## src/rtl/axi_cmd_arbiter.sv

```systemverilog
// axi_cmd_arbiter: round-robin write/read command arbiter with one outstanding
// AXI command, ready/valid issue handshake and a WAIT-state timeout abort.
module axi_cmd_arbiter #(
    parameter int P_AXI_ADDR_WIDTH = 32,
    parameter int P_TIMEOUT        = 1024
) (
    input  logic                        i_user_clk,
    input  logic                        i_rst,
    input  logic                        i_wr_en,
    input  logic [P_AXI_ADDR_WIDTH-1:0] i_wr_addr,
    input  logic [7:0]                  i_wr_length,
    output logic                        o_wr_ready,
    input  logic                        i_rd_en,
    input  logic [P_AXI_ADDR_WIDTH-1:0] i_rd_addr,
    input  logic [7:0]                  i_rd_length,
    output logic                        o_rd_ready,
    output logic                        o_axi_cmd_valid,
    output logic                        o_axi_cmd_wr,
    output logic [P_AXI_ADDR_WIDTH-1:0] o_axi_cmd_addr,
    output logic [7:0]                  o_axi_cmd_length,
    input  logic                        i_axi_cmd_ready,
    input  logic                        i_axi_wr_done,
    input  logic                        i_axi_rd_done,
    output logic                        o_busy,
    output logic                        o_timeout
);
    typedef enum logic [1:0] {IDLE, ISSUE, WAIT} state_t;
    localparam logic [15:0] L_TOUT_LAST = 16'(P_TIMEOUT - 1);
    state_t      state, state_nxt;
    logic        last_wr;
    logic [15:0] wait_cnt;
    logic        wr_grant, rd_grant, done_hit, tout_hit;
    always_ff @(posedge i_user_clk or posedge i_rst) begin
        if (i_rst) state <= IDLE;
        else       state <= state_nxt;
    end
    always_comb begin
        state_nxt = state;
        wr_grant  = 1'b0;
        rd_grant  = 1'b0;
        done_hit  = 1'b0;
        tout_hit  = 1'b0;
        case (state)
            IDLE: begin
                wr_grant  = i_wr_en && (!i_rd_en || !last_wr);
                rd_grant  = i_rd_en && (!i_wr_en || last_wr);
                state_nxt = (wr_grant || rd_grant) ? ISSUE : IDLE;
            end
            ISSUE: state_nxt = i_axi_cmd_ready ? WAIT : ISSUE;
            WAIT: begin
                // a matching done on the last allowed cycle beats the timeout
                done_hit  = o_axi_cmd_wr ? i_axi_wr_done : i_axi_rd_done;
                tout_hit  = !done_hit && (wait_cnt == L_TOUT_LAST);
                state_nxt = (done_hit || tout_hit) ? IDLE : WAIT;
            end
            default: state_nxt = IDLE;
        endcase
    end
    always_ff @(posedge i_user_clk or posedge i_rst) begin
        if (i_rst) begin
            last_wr          <= 1'b0;
            o_axi_cmd_wr     <= 1'b0;
            o_axi_cmd_addr   <= '0;
            o_axi_cmd_length <= '0;
            wait_cnt         <= '0;
            o_timeout        <= 1'b0;
        end else begin
            if (wr_grant || rd_grant) begin
                last_wr          <= wr_grant;
                o_axi_cmd_wr     <= wr_grant;
                o_axi_cmd_addr   <= wr_grant ? i_wr_addr : i_rd_addr;
                o_axi_cmd_length <= wr_grant ? i_wr_length : i_rd_length;
            end
            wait_cnt  <= (state == WAIT) ? wait_cnt + 16'd1 : 16'd0;
            o_timeout <= tout_hit;
        end
    end
    assign o_wr_ready      = wr_grant;
    assign o_rd_ready      = rd_grant;
    assign o_axi_cmd_valid = (state == ISSUE);
    assign o_busy          = (state != IDLE);
endmodule

```

## config.mk

```make
export PLATFORM = sky130hd
export DESIGN_NAME = axi_cmd_arbiter
export DESIGN_NICKNAME = d
export VERILOG_FILES = /design/src/rtl/axi_cmd_arbiter.sv
export SDC_FILE = /design/constraint.sdc
export NUM_CORES = 1
export LEC_CHECK = 0
export ABC_AREA = 1
export CAP_MARGIN = 20
export CORE_UTILIZATION = 45
export CTS_BUF_LIST = sky130_fd_sc_hd__clkbuf_16
export DETAILED_ROUTE_END_ITERATION = 10
export PLACE_DENSITY = 0.83
export REMOVE_ABC_BUFFERS = 1
export SLEW_MARGIN = 20
export SYNTH_ARGS = -nofsm -noshare
export SYNTH_HDL_FRONTEND = slang
export SYNTH_SLANG_ARGS = --single-unit
```

## constraint.sdc

```tcl
create_clock -name i_user_clk -period 3.25 [get_ports i_user_clk]
set_input_delay 0.65 -clock i_user_clk [delete_from_list [all_inputs] [get_ports i_user_clk]]
set_output_delay 0.65 -clock i_user_clk [all_outputs]
set_load 0.005 [all_outputs]
```

==> out/results.tsv <==
stage	metric	value	unit
status	run status	finished, violations left	
status	failing checks	design-rule violations	
worst_setup_path	Crit Reg-Reg Endpoint	o_axi_cmd_addr[16]	
timing	RSZ-0062 raised after global routing	false	
clock_tree	H-tree depth	3	
worst_setup_path	cell family with most CP delay	buffers and inverters	
cells_and_area	Area Overhead vs Synth	52.2	%
clock_tree	Root Buffer	clkbuf_16	
timing	setup tns final	0	ns
floorplanning	width of the die	84.6	um
routing	drt first pass iters	8	
timing	fmax	379	MHz
clock_tree	CTS Buffer Depth	2	
routing	met1 wire length	3.33	mm
yosys	Post-Synthesis Cell Area	3070	sq um
yosys	post-synthesis sequential area ratio	49.0	%
worst_setup_path	critical path class	input port to primary output	
worst_setup_path	CP Data Arrival Time	1.99	ns
routing	DR vias/cell	4.89	
cells_and_area	layout cells sized above 1	4.81	%
worst_setup_path	reg2reg setup slack	1.51	ns
cells_and_area	# diodes	0	
floorplanning	initial core utilization	47.5	%
timing	Worst Skew	0.00438	ns
timing	worst rel slew slack	46.1	%
worst_setup_path	Max FO, Critical Path	3	
timing	fin crit share	81.2	%
routing	met2 WL	4.05	mm
yosys	Synth cell types	23	
worst_setup_path	Required @ worst endpoint	2.60	ns
worst_hold_path	Hold Path End	o_axi_cmd_addr[22]	
grt	pin count of the biggest net entering global routing	82	
yosys	YS warnings	0	
timing	Final min period	2.64	ns
routing	drt drc	3	
grt	first-pass GRT wire length	13.8	mm
worst_hold_path	Hold Crit Class	flop to flop	
timing	Setup-failing EPs final	0	
clock_tree	clk_lat worst skew	0.32	ns
clock_tree	clock sinks	60	
grt	initial antenna violation count	0	
clock_tree	Post-CTS Hold Buffers	0	
place	RD Place Congestion	0.848	
cells_and_area	commonest non-fill, non-tap cells in the layout	clkdlybuf4s50_1 (132), nand2_1 (122), inv_1 (62)	
pwr	static leakage	2.25	nW
worst_setup_path	WP depth	4	
pwr	pwr dens	761	nW/um^2
grt	grt total ovfl	0	
pwr	maximum vdd drop	0.375	mV
floorplanning	IO Pins	133	
grt	vias in the first global route	3038	
worst_setup_path	slowest cell on the critical path	clkdlybuf4s50_1	
routing	antenna viol nets, final	0	
job	Max Cap Viol	0	
floorplanning	core box area	6460	sq um
cells_and_area	commonest non-fill, non-tap cell in the layout	clkdlybuf4s50_1	
worst_hold_path	hold_sp	o_axi_cmd_addr[22]	
worst_setup_path	startpoint types	input port	
routing	final wirelength	8.21	mm
routing	highest routed metal layer	met4	
clock_tree	Clock transition at path regs	0.05	ns
timing	Final Hold Violating Endpoints	0	
grt	GRT Overall Usage	24.9	%
routing	drt first-iter violations	131	
routing	via count	3022	
timing	Max Transition Viols Final	0	
worst_setup_path	WP buf/inv	2	
worst_hold_path	WHS Path Cells	2	
place	DP HPWL	5.81	mm
timing	Worst Tran Pin Value	0.809	ns
worst_setup_path	Crit path largest cell delay	0.56	ns
worst_setup_path	CP cell instances	clkdlybuf4s50_1 > nand2_1 > a21oi_1 > clkdlybuf4s50_1	
worst_setup_path	cell depth of the worst flop-to-flop path	6	
routing	Detail Route met3 WL	652	um
pwr	Design Power	0.00355	W
clock_tree	CTS buffer count	9	
worst_setup_path	Reg2Reg Launch Point	last_wr	
cells_and_area	Final Net Count	625	
clock_tree	post-cts resize count	0	
yosys	Synth Register Bits	60	
yosys	Synth Area per Inst	7.53	sq um
floorplanning	# rows	29	
floorplanning	Die Height	84.6	um
worst_setup_path	endpoint class of the critical path	primary output	
floorplanning	die area	7150	sq um
place	I/O Buffers	132	
clock_tree	CTS tree	yes	
worst_setup_path	CP most frequent cell	clkdlybuf4s50_1	
clock_tree	Setup Fix Bufs, Post-CTS	0	
yosys	Synth Instances	407	
routing	drt wl/cell	13.3	um
-- cell usage after synthesis --
cell | number | area [sq um]
o21bai_1 | 2 | 15.0
nor2_1 | 37 | 139
nor2_4 | 1 | 11.3
a21oi_1 | 38 | 190
clkbuf_1 | 3 | 11.3
a21oi_2 | 8 | 70.1
inv_1 | 62 | 233
nand4_1 | 1 | 6.26
ha_1 | 1 | 12.5
dfrtp_1 | 60 | 1500
buf_2 | 7 | 35.0
o21ai_0 | 5 | 25.0
clkbuf_2 | 2 | 10.0
buf_6 | 4 | 45.0
o21a_1 | 2 | 15.0
nand3_1 | 7 | 35.0
o21ai_1 | 39 | 195
nand3_4 | 1 | 17.5
a211oi_1 | 1 | 7.51
buf_4 | 1 | 7.51
o21ai_4 | 1 | 16.3
nor3_1 | 2 | 10.0
nand2_1 | 122 | 458
-- power breakdown --
| part | leakage (nW) | switching (W) | total, W | internal, W |
|---|---|---|---|---|
| Combinational | 1.37 | 0.000742 | 0.00156 | 0.000814 |
| Clock | 0.126 | 0.000298 | 0.000792 | 0.000494 |
| Sequential | 0.762 | 0.000175 | 0.00120 | 0.00103 |
-- registers in the layout, summed over array words and instances, names as in the netlist --
name,cells
wait_cnt,16
o_axi_cmd_addr,32
last_wr,1
state,2
o_timeout,1
o_axi_cmd_length,8
-- cell type report --
| class | instances | area, sq um |
|---|---|---|
| clock buffer | 9 | 225 |
| timing repair buffer | 136 | 1360 |
| inverter | 62 | 233 |
| sequential | 60 | 1500 |
| multi-input combinational | 268 | 1220 |
| clock inverter | 6 | 23.8 |
| tap | 77 | 96.3 |
| fill | 518 | 1790 |
-- worst reg2reg max path, cell delays in order (launching register included) --
cell	delay, ns
dfrtp_1	0.38
nand2_1	0.10
nand3_4	0.10
buf_4	0.62
a21oi_1	0.23
o21ai_1	0.13
nand2_1	0.07
-- layer usage --
metal	GRT usage, %	up-vias
met1	28.8	1372
met2	42.5	103
met3	7.67	19
met5	0	-
met4	11.2	0
li1	-	1528
-- metrics by stage --
| step | cell area, sq um | setup WS, ns | util, % | hold WS [ns] | cells |
|---|---|---|---|---|---|
| 5_1_grt | 4670 | 0.544 | 72.3 | 0.500 | 618 |
| 6_report | 4670 | 0.611 | 72.3 | 0.472 | 618 |
| 4_1_cts | 4670 | 0.620 | 72.3 | 0.478 | 618 |
| 3_3_place_gp | 4420 | 0.658 | 68.4 | 0.462 | 603 |
| 2_1_floorplan | 2960 | 1.12 | - | 0.455 | 390 |
| 3_5_place_dp | 4420 | 0.654 | 68.4 | 0.464 | 603 |
-- cells by family after synthesis --
group | count (synthesis) | share of synthesized area (%)
adders and majority gates | 1 | 0.408
buffers and inverters | 79 | 11.1
DFF | 60 | 49.0
AOI/OAI and AO/OA | 96 | 17.4
and+or+nand+nor | 171 | 22.1
-- worst max path at each step --
stage,startpoint,endpoint,slack (ns)
finish,i_rd_en,o_rd_ready,0.61
detailed placement,i_rd_en,o_wr_ready,0.65
floorplan,i_rst,last_wr,1.12
CTS,i_rd_en,o_rd_ready,0.62
global route,i_rd_en,o_rd_ready,0.54
global placement,i_rd_en,o_rd_ready,0.66
Power figures use the tool's default switching activity.
